### src/rtl/pattern_pulse_gen_if.sv
// Bundle of configuration, control and pulse-output signals for pattern_pulse_gen.
// The master drives configuration and start/stop; the slave returns per-channel outputs.
interface pattern_pulse_gen_if #(
   parameter int WIDTH    = 16,
   parameter int CHANNELS = 2
);
   localparam int LW = $clog2(WIDTH) + 1;
   localparam int CW = (CHANNELS > 1) ? $clog2(CHANNELS) : 1;

   logic                load;
   logic [CW-1:0]       ch_sel;
   logic [WIDTH-1:0]    Q_in;
   logic [LW-1:0]       len;
   logic                mode;
   logic [CHANNELS-1:0] start;
   logic [CHANNELS-1:0] stop;
   logic [CHANNELS-1:0] Q_out;
   logic [CHANNELS-1:0] busy;
   logic [CHANNELS-1:0] done;

   modport master (
      output load, ch_sel, Q_in, len, mode, start, stop,
      input  Q_out, busy, done
   );

   modport slave (
      input  load, ch_sel, Q_in, len, mode, start, stop,
      output Q_out, busy, done
   );
endinterface

### src/rtl/pattern_pulse_gen.sv
// Multi-channel serial pattern generator: each channel shifts out a stored pattern MSB
// first, either repeating forever or once with a done pulse on the last bit.
module pattern_pulse_gen #(
   parameter int WIDTH    = 16,
   parameter int CHANNELS = 2
) (
   input logic                CLK,
   input logic                RSTn,
   pattern_pulse_gen_if.slave bus
);
   localparam int LW = $clog2(WIDTH) + 1;
   localparam int CW = (CHANNELS > 1) ? $clog2(CHANNELS) : 1;

   typedef enum logic {IDLE = 1'b0, RUN = 1'b1} state_e;

   state_e              state_q [CHANNELS];
   state_e              state_d [CHANNELS];
   logic [LW-1:0]       idx_q   [CHANNELS];
   logic [LW-1:0]       idx_d   [CHANNELS];
   logic [LW-1:0]       len_q   [CHANNELS];
   logic [LW-1:0]       len_d   [CHANNELS];
   logic [WIDTH-1:0]    pat_q   [CHANNELS];
   logic [WIDTH-1:0]    pat_d   [CHANNELS];
   logic                mode_q  [CHANNELS];
   logic                mode_d  [CHANNELS];

   logic [CHANNELS-1:0] q_out_q, q_out_d;
   logic [CHANNELS-1:0] busy_q,  busy_d;
   logic [CHANNELS-1:0] done_q,  done_d;
   logic [LW-1:0]       len_eff;

   // A zero or oversized length selects the full pattern width.
   assign len_eff = ((bus.len == '0) || (bus.len > LW'(WIDTH))) ? LW'(WIDTH) : bus.len;

   // NOTE: the per-channel config arrays are small flop banks, not RAM, so they take an async reset.
   always_ff @(posedge CLK or negedge RSTn) begin
      if (!RSTn) begin
         for (int c = 0; c < CHANNELS; c++) begin
            state_q[c] <= IDLE;
            idx_q[c]   <= '0;
            len_q[c]   <= LW'(WIDTH);
            pat_q[c]   <= '0;
            mode_q[c]  <= 1'b0;
         end
         q_out_q <= '0;
         busy_q  <= '0;
         done_q  <= '0;
      end else begin
         // NOTE: non-blocking so every flop samples the pre-edge value of its inputs.
         for (int c = 0; c < CHANNELS; c++) begin
            state_q[c] <= state_d[c];
            idx_q[c]   <= idx_d[c];
            len_q[c]   <= len_d[c];
            pat_q[c]   <= pat_d[c];
            mode_q[c]  <= mode_d[c];
         end
         q_out_q <= q_out_d;
         busy_q  <= busy_d;
         done_q  <= done_d;
      end
   end

   always_comb begin
      for (int c = 0; c < CHANNELS; c++) begin
         // NOTE: hold-by-default assignments keep this block free of inferred latches.
         state_d[c] = state_q[c];
         idx_d[c]   = idx_q[c];
         len_d[c]   = len_q[c];
         pat_d[c]   = pat_q[c];
         mode_d[c]  = mode_q[c];

         if (bus.load && (bus.ch_sel == CW'(c))) begin
            pat_d[c]   = bus.Q_in;
            len_d[c]   = len_eff;
            mode_d[c]  = bus.mode;
            state_d[c] = IDLE;
            idx_d[c]   = '0;
         end else begin
            unique case (state_q[c])
               IDLE: begin
                  if (bus.start[c]) begin
                     state_d[c] = RUN;
                     idx_d[c]   = '0;
                  end
               end
               RUN: begin
                  if (bus.stop[c]) begin
                     state_d[c] = IDLE;
                     idx_d[c]   = '0;
                  end else if (idx_q[c] == (len_q[c] - LW'(1))) begin
                     idx_d[c] = '0;
                     if (mode_q[c]) state_d[c] = IDLE;
                  end else begin
                     idx_d[c] = idx_q[c] + LW'(1);
                  end
               end
               default: state_d[c] = IDLE;
            endcase
         end
      end
   end

   // Outputs are decoded from next state so the registered copies line up with the state.
   always_comb begin
      logic [WIDTH-1:0] shifted;
      shifted = '0;
      q_out_d = '0;
      busy_d  = '0;
      done_d  = '0;
      for (int c = 0; c < CHANNELS; c++) begin
         shifted = pat_d[c] << idx_d[c];
         if (state_d[c] == RUN) begin
            q_out_d[c] = shifted[WIDTH-1];
            busy_d[c]  = 1'b1;
            done_d[c]  = mode_d[c] && (idx_d[c] == (len_d[c] - LW'(1)));
         end
      end
   end

   assign bus.Q_out = q_out_q;
   assign bus.busy  = busy_q;
   assign bus.done  = done_q;
endmodule

### src/flat_wrapper.sv
// flat-port wrapper written by rule: the top's interface ports become plain ports
module pattern_pulse_gen_flat 
#(
   parameter int WIDTH    = 16,
   parameter int CHANNELS = 2
)
  (CLK, RSTn, bus_load, bus_ch_sel, bus_Q_in, bus_len, bus_mode, bus_start, bus_stop, bus_Q_out, bus_busy, bus_done);
  pattern_pulse_gen_if #(.WIDTH(WIDTH), .CHANNELS(CHANNELS)) bus_i ();
  input logic CLK;
  input logic RSTn;
  input wire logic [$bits(bus_i.load)-1:0] bus_load;
  input wire logic [$bits(bus_i.ch_sel)-1:0] bus_ch_sel;
  input wire logic [$bits(bus_i.Q_in)-1:0] bus_Q_in;
  input wire logic [$bits(bus_i.len)-1:0] bus_len;
  input wire logic [$bits(bus_i.mode)-1:0] bus_mode;
  input wire logic [$bits(bus_i.start)-1:0] bus_start;
  input wire logic [$bits(bus_i.stop)-1:0] bus_stop;
  output wire logic [$bits(bus_i.Q_out)-1:0] bus_Q_out;
  output wire logic [$bits(bus_i.busy)-1:0] bus_busy;
  output wire logic [$bits(bus_i.done)-1:0] bus_done;
  assign bus_i.load = bus_load;
  assign bus_i.ch_sel = bus_ch_sel;
  assign bus_i.Q_in = bus_Q_in;
  assign bus_i.len = bus_len;
  assign bus_i.mode = bus_mode;
  assign bus_i.start = bus_start;
  assign bus_i.stop = bus_stop;
  assign bus_Q_out = bus_i.Q_out;
  assign bus_busy = bus_i.busy;
  assign bus_done = bus_i.done;
  pattern_pulse_gen #(.WIDTH(WIDTH), .CHANNELS(CHANNELS)) u_core (.CLK(CLK), .RSTn(RSTn), .bus(bus_i));
endmodule
### config.mk
export PLATFORM = sky130hd
export DESIGN_NAME = pattern_pulse_gen_flat
export DESIGN_NICKNAME = d
export VERILOG_FILES = /design/src/rtl/pattern_pulse_gen_if.sv /design/src/rtl/pattern_pulse_gen.sv /design/src/flat_wrapper.sv
export SDC_FILE = /design/constraint.sdc
export NUM_CORES = 1
export LEC_CHECK = 0
export ABC_AREA = 1
export CAP_MARGIN = 20
export CORE_MARGIN = 4
export CORE_UTILIZATION = 55
export CTS_CLUSTER_SIZE = 25
export DETAILED_ROUTE_END_ITERATION = 16
export PLACE_DENSITY = 0.74
export SLEW_MARGIN = 20
export SYNTH_ARGS = -nofsm -noshare
export SYNTH_HDL_FRONTEND = slang
export SYNTH_SLANG_ARGS = --single-unit
### constraint.sdc
create_clock -name CLK -period 2.3 [get_ports CLK]
set_clock_uncertainty 0.2 [all_clocks]
set_input_delay 0.69 -clock CLK [delete_from_list [all_inputs] [get_ports CLK]]
set_output_delay 0.69 -clock CLK [all_outputs]
set_load 0.05 [all_outputs]
==> run_results.csv, run 1 <==
group,metric,value,unit
run_status,status,"finished with violations",
run_status,violations,"setup timing",
grt,grt_first_pass_wirelength,16500,um
pwr,clockPowerShare,28.7,%
critical_path,crit_path_end_kind,"flip-flop",
synth,synth_nets,529,
sta,max_freq,410,MHz
pwr,swShare,34.3,%
drt,met3_length,538,um
layout,drive_gt1_share,32.7,%
clock_network,cts_num_sinks,60,
drt,wl_met2,5400,um
drt,first_iter_violations,208,
pwr,p_int,2470,uW
floorplan,rows,29,
floorplan,dieWidth,88.8,um
critical_path,r2r_cells,16,
sta,postLayoutSetupSlackWorst,-142,ps
critical_path,crit_arrival,2500,ps
sta,fin_setup_tns,-247,ps
layout,synthToLayoutAreaGrowth,44.9,%
grt,antenna_found_initial,0,
drt,drtPass1Iterations,4,
clock_network,cts.path.max_buffers,2,
pwr,power.leakage,0.00262,uW
layout,fin_cells,689,
drt,wl_met1,4360,um
grt,grt_usage,27.0,%
pwr,vdd_drop_max,0.485,mV
drt,routed_wl,10500,um
synth,synth_top_area_cell,"dfrtp_1",
synth,yosysUniqueCellTypes,32,
layout,nets,645,
critical_path,critPathKind,"primary input to flip-flop",
floorplan,io_pins,36,
synth,yosys_warnings,0,
pwr,p_seq_share,34.1,%
sta,rsz0062_at_grt,"true",
sta,min_period,2440,ps
sta,drv_slew,0,
pwr,power_density,721,nW/um^2
synth,syn_inst,492,
critical_path,rrSetupSlack,-100,ps
synth,seq_area_frac_synth,41.9,%
sta,worst_pin_slew,523,ps
layout,n_antenna_cell,0,
floorplan,start_util,56.5,%
drt,top_layer,"met4",
grt,grt_start_max_net_pins,61,
grt,gr-total-overflow,0,
clock_network,tritoncts,"done",
drt,vias_per_cell,5.34,
critical_path,worstReg2RegEnd,"u_core.bus.done[0]",
sta,setup_viol,2,
clock_network,ctsHoldBuffers,0,
sta,whs,142,ps
min_path,hold_class,"primary input to asynchronous set/reset pin",
critical_path,cp.required,2350,ps
drt,drtAntennaViolNets,0,
drt,route.detailed.drc,0,
synth,ys_ff_latch,60,
placed_design,dp_hpwl,6660,um
sta,hold_viol,0,
drt,vias,3678,
critical_path,cp_max_fo,4,
clock_network,cts-root-buf,"clkbuf_8",
placed_design,io_buffers,35,
flow_run,drv_cap,0,
pwr,combinationalPowerShare,37.2,%
critical_path,worstSetupStartpointType,"primary input",
floorplan,core-area,6350,sq um
clock_network,htreeDepth,3,
drt,avgRoutedWirePerCell,15.2,um
placed_design,gp_congestion,0.912,
pwr,p_sw,1280,uW
floorplan,dieArea,7880,sq um
placed_design,place_inst,655,
sta,slew-limit-headroom,64.8,%
clock_network,path_clk_slew,70,ps
clock_network,cts_buffers,9,
synth,synth_top_area_share,40.5,%
grt,grt_pass1_vias,3561,
floorplan,die_y,88.8,um
synth,avgSynthCellArea,7.29,sq um
synth,syn_area,3590,sq um
clock_network,clk_latency,340,ps
critical_path,worstReg2RegStart,"u_core.len_q[6]",
sta,period_share,106,%
synth,synthTopCellsByArea,"dfrtp_1 (40%), nand2_1 (15%), nand3_1 (7.8%)",
area by class of cell:
class | count | area, sq um
multi-input cells | 342 | 2030
flip-flops and latches | 60 | 1500
fillers | 410 | 1150
repair buffers | 114 | 1010
inverters | 81 | 329
clock buffers | 11 | 151
well taps | 77 | 96.3
clock inverters | 4 | 72.6
how the worst max path moves through the flow:
stage	from	endpoint	slack, ps
2_1_floorplan	bus_len[1]	u_core.bus.done[1]	-50
3_3_place_gp	bus_len[1]	u_core.bus.done[1]	-650
3_5_place_dp	bus_len[1]	u_core.bus.done[1]	-750
4_1_cts	u_core.len_q[1]	u_core.bus.Q_out[1]	-20
5_1_grt	u_core.len_q[6]	u_core.bus.done[0]	-230
6_report	bus_len[0]	u_core.bus.done[0]	-140
cells in the final DEF, fill, tap and decap left out, drive strengths merged, types with 6 or more instances in the layout:
cell and count:
nand2 154, buf 90, inv 78, dfrtp 58
nand3 56, o21ai 50, nor2 40, clkdlybuf4s50 21
clkbuf 11, a21oi 11, xor2 9, ha 7
xnor2 6
synthesized netlist by cell type, drive strengths merged:
master and n:
clkinv 2, nand3 56, o311ai 1, ha 7, o21ai 50, o31ai 1, xor2 9, dfrtp 58
inv 79, nand2 153, a21oi 11, buf 4, nor2 40, nand4 3, or2 1, clkbuf 6
a31o 1, dfstp 2, xnor2 6, o211ai 2
per-layer routing:
layer  track usage [%]  vias to the layer above
met4              8.93                        0
met3              5.96                       21
li1                  -                     1779
met2              45.9                      117
met1              34.1                     1761
met5                 0                        -
metrics by stage:
stage          setup slack [ps]  utilization (%)  power (uW)  instance area (sq um)
2_1_floorplan             -50.9                -        1980                   3640
3_3_place_gp               -654             71.4        2390                   4530
3_5_place_dp               -751             71.4        2430                   4530
4_1_cts                   -15.8             78.5        3610                   4990
5_1_grt                    -231             81.9        3960                   5200
6_report                   -142             81.9        3750                   5200
sequential cells by signal, summed over array words and instances, names as in the netlist:
signal	flops
u_core.bus.done	2
u_core.pat_q	32
u_core.idx_q	10
u_core.len_q	10
u_core.mode_q	2
u_core.bus.Q_out	2
u_core.bus.busy	2
cells by family after synthesis:
| family | synth area share [%] |
|---|---|
| simple gates | 31.0 |
| buf+inv | 10.1 |
| compound gates | 10.9 |
| flops | 41.9 |
| xor+xnor | 3.66 |
| fa+ha+maj | 2.44 |
power groups by stage:
stage,Combinational (uW),Sequential [uW],Clock (uW)
floorplan,670,1310,0
global placement,1100,1280,0
detailed placement,1140,1290,0
CTS,1250,1280,1080
global route,1530,1290,1140
finish,1390,1280,1080
worst max-delay path, cell delays in order:
cell and delay [ps]:
buf_6 100, inv_4 40, nand4_1 150, ha_4 310
nor2_2 110, inv_1 60, nand2_1 100, o21ai_2 90
buf_4 160, buf_12 130, xnor2_4 160, xor2_1 170
nand2_1 80, nor2_1 150
timing repair:
action / 4_1_cts / 5_1_grt
setup buffers: 12 / 6
endpoints found under the setup margin: 4 / 6
hold endpoints to repair: 0 / 0
cloned: 1 / 0
pin swaps: 22 / 25
gates resized for setup: 54 / 37
(Power assumes the default switching activity.)
==> run 2, diff against run 1 <==
--- a/config.mk
+++ b/config.mk
@@ -8,10 +8,10 @@
 export ABC_AREA = 1
 export CAP_MARGIN = 20
 export CORE_MARGIN = 4
-export CORE_UTILIZATION = 55
+export CORE_UTILIZATION = 40
 export CTS_CLUSTER_SIZE = 25
 export DETAILED_ROUTE_END_ITERATION = 16
-export PLACE_DENSITY = 0.74
+export PLACE_DENSITY = 0.56
 export SLEW_MARGIN = 20
 export SYNTH_ARGS = -nofsm -noshare
 export SYNTH_HDL_FRONTEND = slang
==> run 2 against run 1 <==
Compared with the run above: the flow still finishes with violations (setup timing); worst hold slack worse by 4.0 ps; critical path depth stayed put; core utilization is 22 points lower; worst setup slack better by 76 ps; clock power is 22% lower; count of clock-buffer cells in the layout is 2 lower; largest cell class unchanged.
==> run_results.csv, run 2 (synthesized netlist as in run 1, its figures left out) <==
group,metric,value,unit
critical_path,r2r_cells,16,
sta,period_share,103,%
min_path,hold_class,"primary input to asynchronous set/reset pin",
layout,reg.largest.list,"u_core.pat_q: 32 flops, u_core.idx_q: 10 flops, u_core.len_q: 10 flops",
layout,top_register,"u_core.pat_q",
clock_network,cts-root-buf,"clkbuf_8",
drt,first_iter_violations,127,
drt,routed_wl,9560,um
layout,final.fill_count,790,
clock_network,clk_latency,330,ps
layout,drive_gt1_share,33.4,%
clock_network,htreeDepth,3,
grt,antenna_found_initial,0,
sta,rsz0062_at_grt,"true",
floorplan,dieWidth,103,um
run_status,violations,"setup timing",
layout,largest_reg_flops,32,
critical_path,cp.required,2360,ps
layout,layout_commonest_cell,"nand2_1",
grt,grt_usage,18.9,%
placed_design,post_dp_cell_area,4600,sq um
drt,vias,3399,
critical_path,crit_path_end_kind,"flip-flop",
pwr,p_sw,1270,uW
sta,max_freq,423,MHz
layout,n_antenna_cell,0,
layout,nets,640,
placed_design,dp_hpwl,6880,um
pwr,vdd_drop_max,0.335,mV
sta,hold_viol,0,
pwr,clockPowerShare,24.4,%
floorplan,rows,34,
drt,vias_per_cell,4.75,
floorplan,start_util,41.1,%
floorplan,dieArea,10500,sq um
critical_path,crit_arrival,2420,ps
drt,avgRoutedWirePerCell,13.3,um
layout,synthToLayoutAreaGrowth,44.9,%
sta,min_period,2370,ps
clock_network,tritoncts,"done",
sta,setup_viol,1,
clock_network,cts.path.max_buffers,2,
pwr,power.leakage,0.00257,uW
critical_path,worstSetupStartpointType,"primary input",
grt,grt_pass1_vias,3334,
clock_network,path_clk_slew,80,ps
grt,grt_start_max_net_pins,61,
placed_design,place_inst,687,
layout,regArea,1500,sq um
flow_run,drv_cap,0,
layout,postLayoutCellArea,5200,sq um
pwr,combinationalPowerShare,38.8,%
placed_design,io_buffers,35,
drt,route.detailed.drc,0,
pwr,p_int,2180,uW
critical_path,cp_max_fo,4,
sta,worst_pin_slew,394,ps
floorplan,core-area,8720,sq um
drt,drtAntennaViolNets,0,
placed_design,gp_congestion,0.838,
pwr,power_density,665,nW/um^2
critical_path,critPathKind,"primary input to flip-flop",
floorplan,io_pins,36,
pwr,p_seq_share,36.8,%
sta,postLayoutSetupSlackWorst,-65.3,ps
clock_network,cts_buffers,9,
layout,multi_input_area,2050,sq um
clock_network,cts_num_sinks,60,
run_status,status,"finished with violations",
pwr,swShare,36.8,%
floorplan,die_y,103,um
sta,drv_slew,0,
sta,slew-limit-headroom,73.6,%
drt,drtPass1Iterations,4,
layout,layout_common_cells,"nand2_1 (128), buf_4 (69), dfrtp_1 (58), inv_1 (57), o21ai_0 (38)",
grt,gr-total-overflow,0,
grt,grt_first_pass_wirelength,15500,um
layout,fin_cells,716,
==> run 2: cell count changes in the layout (fill, tap and decap cells not counted), sizes merged <==
| cell | delta |
|---|---|
| buf | -5 |
| clkinvlp | +3 |
| bufinv | -2 |
| clkbuf | -2 |
| clkinv | +2 |
==> run 2: area by class of cell <==
cell class	count	share of cell area [%]
multi-input cells	342	39.4
clock inverters	7	1.01
inverters	81	6.43
flip-flops and latches	60	28.9
clock buffers	9	2.38
well taps	108	2.60
repair buffers	109	19.3
==> run 2: what timing repair did <==
item	in CTS	in global routing
gates resized for setup	32	68
buffers inserted	7	5
cloned	0	1
pin swaps	11	49
hold buffers	0	0
endpoints found under the setup margin	4	5
endpoints found under the hold margin	0	0
==> run 2: through the flow <==
step / hold WS (ps) / utilization (%) / TNS (ps) / total power [uW] / worst slack [ps]
after floorplan: 194 / - / -94.9 / 1980 / -50.9
after global placement: 279 / 52.8 / -3660 / 2430 / -674
after detailed placement: 288 / 52.8 / -3990 / 2450 / -765
after CTS: 157 / 56.0 / -19.7 / 3330 / -19.7
after global routing: 167 / 59.6 / -570 / 3700 / -183
final: 138 / 59.6 / -65.3 / 3460 / -65.3
==> run 2: routing by layer <==
metal  track usage (%)  up-vias  share of wire, %
met2              30.6       54                49
li1                  -     1770                 -
met3              3.32        9               3.5
met5                 0        -                 0
met1              25.7     1566                46
met4              5.85        0               1.2
==> run 2: critical path, cell delays in order <==
cell      delay [ps]
buf_8            100
clkinv_8          30
nand4_1          150
ha_4             310
nor2_4           110
inv_2             50
nand2_2           70
o21ai_4           80
buf_4            130
nand3_1           80
xor2_1           190
xor2_1           170
nand3_1          110
nor2_1           130
==> run 2: path summary, 6_finish.rpt <==
check                                      to  slack [ps]        startpoint
setup / recovery           u_core.bus.done[0]         -70        bus_len[1]
hold / removal                u_core.pat_q[8]         140              RSTn
setup reg to reg           u_core.bus.done[0]          20   u_core.len_q[6]
hold reg to reg              u_core.pat_q[23]         310  u_core.pat_q[23]
max in group asynchronous     u_core.len_q[4]        1420              RSTn
min in group CLK             u_core.pat_q[23]         310  u_core.pat_q[23]
==> run 2: power groups by stage <==
| stage | Combinational (uW) | Clock [uW] | Sequential (uW) |
|---|---|---|---|
| floorplan | 670 | 0 | 1310 |
| global placement | 1140 | 0 | 1290 |
| detailed placement | 1160 | 0 | 1290 |
| CTS | 1200 | 867 | 1270 |
| global route | 1490 | 926 | 1290 |
| finish | 1340 | 844 | 1270 |
==> run 3, diff against run 2 <==
--- a/config.mk
+++ b/config.mk
@@ -7,11 +7,10 @@
 export LEC_CHECK = 0
 export ABC_AREA = 1
 export CAP_MARGIN = 20
-export CORE_MARGIN = 4
-export CORE_UTILIZATION = 40
+export CORE_UTILIZATION = 49
 export CTS_CLUSTER_SIZE = 25
 export DETAILED_ROUTE_END_ITERATION = 16
-export PLACE_DENSITY = 0.56
+export PLACE_DENSITY = 0.67
 export SLEW_MARGIN = 20
 export SYNTH_ARGS = -nofsm -noshare
 export SYNTH_HDL_FRONTEND = slang
==> run 3 against run 2 <==
Compared with the run above: the flow now finishes without violations; maximum frequency is 3.7% higher; wire length is 0.67% lower; power is 6.0% higher; worst setup slack better by 85 ps; sequential share of layout area is 0.084 points higher; critical path type unchanged; via count is 2.4% higher; first-iteration DRC count is 32% higher; count of clock-buffer cells in the layout is 1 higher; largest power group unchanged; cell count is 2.0% lower; critical path depth stayed put; largest cell class unchanged; die area is 27% lower; design area is 0.29% lower.
==> run_results.csv, run 3 (synthesized netlist as in run 1, its figures left out) <==
group,metric,value,unit
layout,n_antenna_cell,0,
pwr,power,3670,uW
critical_path,critPathKind,"primary input to flip-flop",
floorplan,core-area,6940,sq um
clock_network,cts_num_sinks,60,
floorplan,rows,30,
grt,grt_start_max_net_pins,43,
placed_design,post_dp_cell_area,4520,sq um
clock_network,clk_latency,340,ps
layout,nets,638,
drt,drtPass1Iterations,4,
placed_design,place_inst,669,
min_path,hold_class,"primary input to asynchronous set/reset pin",
floorplan,start_util,51.7,%
grt,grt_first_pass_wirelength,14900,um
layout,final.fill_count,523,
clock_network,tritoncts,"done",
drt,routed_wl,9490,um
sta,hold_viol,0,
critical_path,crit_path_end_kind,"flip-flop",
critical_path,cp_max_fo,4,
critical_path,cp.required,2370,ps
sta,min_period,2280,ps
layout,synthToLayoutAreaGrowth,44.5,%
layout,top_register,"u_core.pat_q",
layout,largest_reg_flops,32,
sta,rsz0062_at_grt,"true",
clock_network,cts_buffers,9,
drt,vias,3480,
grt,grt_usage,25.4,%
clock_network,htreeDepth,3,
sta,setup_viol,0,
drt,vias_per_cell,4.96,
sta,drv_slew,0,
layout,postLayoutCellArea,5180,sq um
drt,route.detailed.drc,0,
floorplan,die_y,87.6,um
sta,period_share,99.1,%
sta,worst_pin_slew,452,ps
floorplan,dieWidth,87.6,um
critical_path,worstSetupStartpointType,"primary input",
layout,drive_gt1_share,33.5,%
sta,slew-limit-headroom,69.9,%
pwr,power_density,707,nW/um^2
drt,first_iter_violations,168,
clock_network,cts-root-buf,"clkbuf_8",
floorplan,dieArea,7670,sq um
flow_run,drv_cap,0,
pwr,vdd_drop_max,0.479,mV
placed_design,dp_hpwl,6440,um
drt,drtAntennaViolNets,0,
run_status,status,"finished, final reports clean",
grt,grt_pass1_vias,3346,
layout,final_util,74.6,%
grt,antenna_found_initial,0,
layout,layout_commonest_cell,"nand2_1",
sta,fin_setup_tns,0,ps
placed_design,io_buffers,35,
floorplan,io_pins,36,
placed_design,gp_congestion,0.896,
layout,fin_cells,702,
critical_path,crit_arrival,2360,ps
pwr,power.leakage,0.00260,uW
layout,layout_common_cells,"nand2_1 (132), buf_4 (67), dfrtp_1 (58), inv_1 (56), o21ai_0 (39)",
grt,gr-total-overflow,0,
drt,avgRoutedWirePerCell,13.5,um
layout,reg.largest.list,"u_core.pat_q: 32 flops, u_core.idx_q: 10 flops, u_core.len_q: 10 flops",
sta,max_freq,439,MHz
clock_network,path_clk_slew,70,ps
clock_network,cts.path.max_buffers,2,
-- run 3: changes by cell type in the layout (fill, tap and decap cells not counted), moves of 2 or more --
cell / delta
nand2_4: +2
buf_4: -2
nor2_1: +2
clkinvlp_4: -2
bufinv_16: +2
buf_12: -3
nand2_1: +4
nor2_2: -3
nand3_2: +8
nand3_1: -7
nand2_2: -5
-- run 3: area by class of cell --
type                            count  area [sq um]  area share [%]
Inverter                           81           329            6.35
Multi-Input combinational cell    343          2070            39.9
Clock inverter                      6          88.8            1.71
Sequential cell                    60          1500            29.0
Timing Repair Buffer              106           943            18.2
Tap cell                           96           120            2.32
Clock buffer                       10           128            2.46
-- run 3: per-layer routing --
layer	wire length [um]	up-vias	share of wire, %	global-route usage (%)
li1	-	1770	-	-
met1	4300	1608	45	33.6
met2	4630	84	49	42.3
met3	390	18	4.1	5.28
met4	174	0	1.8	7.30
met5	0	-	0	0
-- run 3: per-stage QoR --
stage                     worst slack (ps)  hold slack, ps
after global placement                -657             280
final                                 20.0            80.9
after floorplan                      -50.9             194
after CTS                            0.187            84.2
after detailed placement              -770             286
after global routing                  -124            97.5
-- run 3: power by group --
part           internal [uW]  leakage (uW)  switching, uW  total [uW]
Combinational            590       0.00175            749        1340
Clock                    610      0.000102            444        1050
Sequential              1190      0.000748           86.3        1270
-- run 3: path summary, 6_finish.rpt --
kind	startpoint	to	slack (ps)	depth (start not counted)
setup / recovery	bus_len[0]	u_core.bus.done[0]	20	14
hold / removal	RSTn	u_core.pat_q[16]	80	1
setup reg to reg	u_core.len_q[5]	u_core.bus.Q_out[0]	30	18
hold reg to reg	u_core.pat_q[22]	u_core.pat_q[22]	300	2
max in group asynchronous	RSTn	u_core.len_q[9]	1170	2
min in group CLK	u_core.pat_q[22]	u_core.pat_q[22]	300	2
-- run 3: timing repair --
item	4_1_cts	5_1_grt
pin swaps	17	52
resized for setup	36	62
gates cloned	2	1
setup buffers	5	9
endpoints found under the setup margin	3	5
hold buffers	0	0
-- run 3: critical path, cell delays in order --
cell     delay (ps)
buf_6           100
inv_4            40
nand4_1         140
ha_4            350
nor2_4           40
inv_2            60
nand2_2          50
o21ai_2          70
ha_2            220
nand3_2          90
xor2_2          180
xnor2_1         170
nand2_1          70
nor2_1           80
